==> config.mk <==
export PLATFORM = sky130hd
export DESIGN_NAME = fc_stream_arbiter
export DESIGN_NICKNAME = d
export VERILOG_FILES = /design/src/rtl/fc_sched_pkg.sv /design/src/rtl/fc_rr_arbiter.sv /design/src/rtl/fc_stream_arbiter.sv
export SDC_FILE = /design/constraint.sdc
export NUM_CORES = 1
export LEC_CHECK = 0
export ABC_AREA = 1
export CELL_PAD_IN_SITES_DETAIL_PLACEMENT = 1
export CELL_PAD_IN_SITES_GLOBAL_PLACEMENT = 2
export CORE_ASPECT_RATIO = 1.1
export CORE_UTILIZATION = 11
export DETAILED_ROUTE_END_ITERATION = 8
export HOLD_SLACK_MARGIN = 0.1
export PLACE_DENSITY_LB_ADDON = 0.1
export SYNTH_ARGS = -nofsm -noshare
export SYNTH_HDL_FRONTEND = slang
export SYNTH_SLANG_ARGS = --single-unit
==> constraint.sdc <==
create_clock -name clk -period 1.1 [get_ports clk]
set_input_delay 0.22 -clock clk [delete_from_list [all_inputs] [get_ports clk]]
set_output_delay 0.22 -clock clk [all_outputs]
set_load 0.01 [all_outputs]
==> src/rtl/fc_sched_pkg.sv <==
// Shared types for the fully-connected engine scheduler: FSM states,
// requester id and the beat-counter width helper.
package fc_sched_pkg;

  typedef enum logic [1:0] {
    IDLE,
    LOAD,
    DRAIN
  } state_t;

  typedef logic req_id_t;

  // Counter wide enough to hold the larger of the two job lengths.
  function automatic int cnt_width(input int m, input int n);
    return $clog2(((m > n) ? m : n) + 1);
  endfunction

endpackage

==> src/rtl/fc_rr_arbiter.sv <==
// Two-way round-robin grant: a single requester wins outright, a tie goes
// to the requester that did not own the engine last.
module fc_rr_arbiter
  import fc_sched_pkg::*;
(
  input  logic [1:0] valid,
  input  req_id_t    last_grant,
  output req_id_t    grant,
  output logic       any_req
);

  assign any_req = |valid;
  assign grant   = (&valid) ? ~last_grant : valid[1];

endmodule

==> src/rtl/fc_stream_arbiter.sv <==
// Shares one FC layer engine between two requester streams; a job is N input
// beats followed by M result beats, and the grant is held for the whole job.
module fc_stream_arbiter
  import fc_sched_pkg::*;
#(
  parameter int M = 8,
  parameter int N = 6,
  parameter int T = 16
) (
  input  logic                clk,
  input  logic                reset,
  input  logic                in0_valid,
  output logic                in0_ready,
  input  logic signed [T-1:0] in0_data,
  input  logic                in1_valid,
  output logic                in1_ready,
  input  logic signed [T-1:0] in1_data,
  output logic                out0_valid,
  input  logic                out0_ready,
  output logic                out1_valid,
  input  logic                out1_ready,
  output logic signed [T-1:0] out_data,
  output logic                eng_input_valid,
  input  logic                eng_input_ready,
  output logic signed [T-1:0] eng_input_data,
  input  logic                eng_output_valid,
  output logic                eng_output_ready,
  input  logic signed [T-1:0] eng_output_data,
  output logic                grant,
  output logic                busy
);

  localparam int            CW       = cnt_width(M, N);
  localparam logic [CW-1:0] IN_LAST  = CW'(N - 1);
  localparam logic [CW-1:0] OUT_LAST = CW'(M - 1);

  state_t        state, state_nx;
  req_id_t       grant_q, last_grant, arb_grant;
  logic          any_req;
  logic [CW-1:0] in_cnt, out_cnt;
  logic          in_beat, out_beat;

  fc_rr_arbiter u_arb (
    .valid      ({in1_valid, in0_valid}),
    .last_grant (last_grant),
    .grant      (arb_grant),
    .any_req    (any_req)
  );

  assign grant    = grant_q;
  assign busy     = (state != IDLE);
  assign in_beat  = (state == LOAD)  && eng_input_valid  && eng_input_ready;
  assign out_beat = (state == DRAIN) && eng_output_valid && eng_output_ready;

  // Routing is purely combinational so handshakes add no latency.
  always_comb begin
    // NOTE: every signal gets a default before the case so no path leaves it unassigned (no latch).
    in0_ready        = 1'b0;
    in1_ready        = 1'b0;
    out0_valid       = 1'b0;
    out1_valid       = 1'b0;
    out_data         = '0;
    eng_input_valid  = 1'b0;
    eng_input_data   = '0;
    eng_output_ready = 1'b0;
    state_nx         = state;
    unique case (state)
      IDLE: begin
        if (any_req) state_nx = LOAD;
      end
      LOAD: begin
        eng_input_valid = grant_q ? in1_valid : in0_valid;
        eng_input_data  = grant_q ? in1_data  : in0_data;
        in0_ready       = !grant_q && eng_input_ready;
        in1_ready       =  grant_q && eng_input_ready;
        if (eng_input_valid && eng_input_ready && (in_cnt == IN_LAST)) state_nx = DRAIN;
      end
      DRAIN: begin
        out_data         = eng_output_data;
        out0_valid       = !grant_q && eng_output_valid;
        out1_valid       =  grant_q && eng_output_valid;
        eng_output_ready = grant_q ? out1_ready : out0_ready;
        if (eng_output_valid && eng_output_ready && (out_cnt == OUT_LAST)) state_nx = IDLE;
      end
      default: state_nx = IDLE;
    endcase
  end

  // NOTE: sequential state uses non-blocking assignments so every register samples pre-edge values.
  always_ff @(posedge clk) begin
    if (reset) begin
      state      <= IDLE;
      grant_q    <= 1'b0;
      last_grant <= 1'b1;
      in_cnt     <= '0;
      out_cnt    <= '0;
    end else begin
      state <= state_nx;
      if (state == IDLE && any_req) grant_q <= arb_grant;
      if (in_beat) in_cnt <= (in_cnt == IN_LAST) ? '0 : in_cnt + CW'(1);
      if (out_beat) begin
        out_cnt <= (out_cnt == OUT_LAST) ? '0 : out_cnt + CW'(1);
        if (out_cnt == OUT_LAST) last_grant <= grant_q;
      end
    end
  end

endmodule

==> flow_metrics.py <==
metrics = {
    "outcome": {
        "status": "finished with violations",
        "violations": "negative setup slack",
    },
    "setup_path": {
        "path_cells": "buf_6 -> nand2_1 -> a21oi_1 -> buf_2",
        "crit_type": "register to primary output",
        "worstPathArrival_ns": 1.18,
        "cp.required_ns": 0.88,
        "path_buf_inv": 2,
        "critPathMaxFanout": 8,
        "start_kind": "register",
        "path_delay_family": "flip-flops",
        "crit_slowest_cell": "dfxtp_4",
        "critPathCaptureType": "primary output",
        "cp_slowest_stage_delay_ns": 0.46,
    },
    "die": {
        "coreArea_um2": 9351,
        "dieArea_um2": 10030,
        "die_height_um": 104.9,
        "placementRows": 37,
        "die_x_um": 95.59,
        "ios": 96,
        "initial_core_util_pct": 11.33,
    },
    "detailed_routing": {
        "drc": 0,
        "final_antenna_net_count": 0,
        "wl_per_cell_um": 12.24,
        "wl_mm": 5.632,
        "drtIter0Drc": 30,
        "firstDrtPassIters": 2,
        "drt-vias-per-instance": 3.791,
        "via_count": 1744,
    },
    "global_route": {
        "grt-ovfl-total": 0,
        "grt_max_degree": 16,
        "antenna_found_initial": 0,
        "grt_pass1_wl_mm": 8.590,
        "grt_usage_pct": 10.77,
        "grt_pass1_vias": 1721,
    },
    "yosys": {
        "synth_cells": 203,
        "ys_seq_area_share_pct": 22.67,
        "syn_area_um2": 1060,
        "synth_area_per_cell_um2": 5.221,
        "syn-num-nets": 260,
        "ys_types": 19,
        "synth_warnings": 0,
        "yosys_register_bits": 12,
    },
    "power_and_ir_drop": {
        "leakage_nw": 1.375,
        "ir_drop_uv": 522.3,
        "power_density_nw_per_um2": 571.8,
    },
    "timing": {
        "hold_viol": 0,
        "finalWorstSetupSlack_ns": -0.3027,
        "timing.final.crit_share_pct": 127.5,
        "finClkSkew_ns": 0.005154,
        "rsz0062_at_grt": "yes",
        "finalSetupViolations": 51,
        "tightest_slew_ns": 0.2556,
        "period_needed_ns": 1.403,
        "max_freq_ghz": 0.7129,
        "slew_violations": 0,
        "relSlewSlack_pct": 82.90,
    },
    "clock_network": {
        "cts_buffer_depth": 2,
        "cts_max_level": 1,
        "clock_latency_ns": 0.24,
        "ctsHoldBuffers": 0,
        "cts-root-buf": "clkbuf_8",
        "cts_tree": "yes",
        "numCtsBuffers": 3,
        "clkSinkCount": 12,
        "clkTransAtPathRegs_ns": 0.06,
    },
    "layout": {
        "stdcell_count": 460,
        "layout-area-overhead-vs-synth_pct": 180.8,
        "nets": 401,
        "antenna_cells": 0,
        "drive_gt1_share_pct": 52.77,
    },
    "job": {
        "cap_violations": 0,
    },
    "place": {
        "hpwl_mm": 4.181,
        "dp_cells": 440,
        "dp_slack_ns": -0.7603,
        "port_buffers": 95,
        "globalplace.congestion": 0.6408,
    },
    "min_path": {
        "hold_path_class": "register to register",
    },
}
## cell families (layout without fill, tap and decap cells)
logic type	after synthesis	in the layout	synth area share, %
compound gates	27	27	12.75
fa+ha+maj	1	1	1.180
xor+xnor	2	2	1.653
simple gates	120	120	46.40
buf+inv	41	181	15.35
flops	12	12	22.67
## what timing repair did
| item | CTS | global route |
|---|---|---|
| pin swaps | 17 | 21 |
| resized for setup | 224 | 99 |
| endpoints found under the setup margin | 52 | 52 |
| gates cloned | 3 | 2 |
| setup buffers | 6 | 8 |
## cell usage in the layout, fill, tap and decap left out, types with 13 or more instances in the layout
master and n:
nand2_1 35, buf_2 24, clkdlybuf4s50_1 53, a21oi_2 14, nand2_2 26, buf_4 23, nor2_4 18, buf_6 35
inv_1 27, nor2_1 13
## state kept, by name, indices dropped and copies added (netlist names)
register,count
state,2
grant,1
in_cnt,4
out_cnt,4
last_grant,1
## layout make-up
class                      instances  area, µm²
clock buffer                       4      55.05
fill                            1147       6376
inverter                          34      142.6
multi-input combinational        150       1035
sequential                        12      251.5
tap                              117      146.4
timing repair buffer             142       1339
timing repair inverter             1      6.256
## path summary, 6_finish.rpt
path / from / end / slack, ns / cells past startpoint
worst min-delay path: last_grant / last_grant / 0.48 / 2
worst max register to register: grant / last_grant / -0.22 / 10
worst min register to register: last_grant / last_grant / 0.48 / 2
worst max-delay path: grant / eng_input_data[2] / -0.30 / 4
## cell usage after synthesis
library cell	count	area, µm²
ha_1	1	12.51
clkbuf_1	3	11.26
nor2_1	33	123.9
nand3b_1	1	7.510
nand2_1	68	255.2
dfxtp_1	12	240.2
nand4_1	3	18.77
o21ai_0	4	20.02
buf_1	2	7.510
inv_1	33	123.9
nor2_4	1	11.26
buf_2	1	5.000
nand2_2	3	18.77
buf_6	1	11.26
nand3_1	10	50.05
xor2_1	2	17.52
inv_2	1	3.750
nor2_2	1	6.260
a21oi_1	23	115.1
## through the flow
step           hold slack [ns]  power, mW  cell area [µm²]  util [%]  TNS, ns
2_1_floorplan           0.3769     0.6704             1109         -        0
3_3_place_gp            0.4556      1.091             2422     25.90   -24.01
3_5_place_dp            0.4613      1.093             2422     25.90   -24.58
4_1_cts                 0.4775      1.632             2509     26.83   -12.38
5_1_grt                 0.5114      1.807             2975     31.82   -15.09
6_report                0.4843      1.701             2975     31.82   -11.83
## routing by layer
| metal | GRT usage [%] | share of wire (%) |
|---|---|---|
| met4 | 2.239 | 0.43 |
| met2 | 19.18 | 52 |
| met3 | 1.310 | 4.9 |
| met1 | 13.61 | 42 |
| met5 | 0 | 0 |
## power by group
part           switching, mW  leakage, nW  internal (mW)
logic                  0.320         1.25          0.423
clock network          0.180       0.0288          0.317
registers             0.0220       0.0993          0.440
## tightest hold or removal path, delay by kind of cell, from the launching register on
family	cells	cell delay (ns)
flip-flops	1	0.35
AND/OR/NAND/NOR	2	0.11
Power figures use the tool's default switching activity.
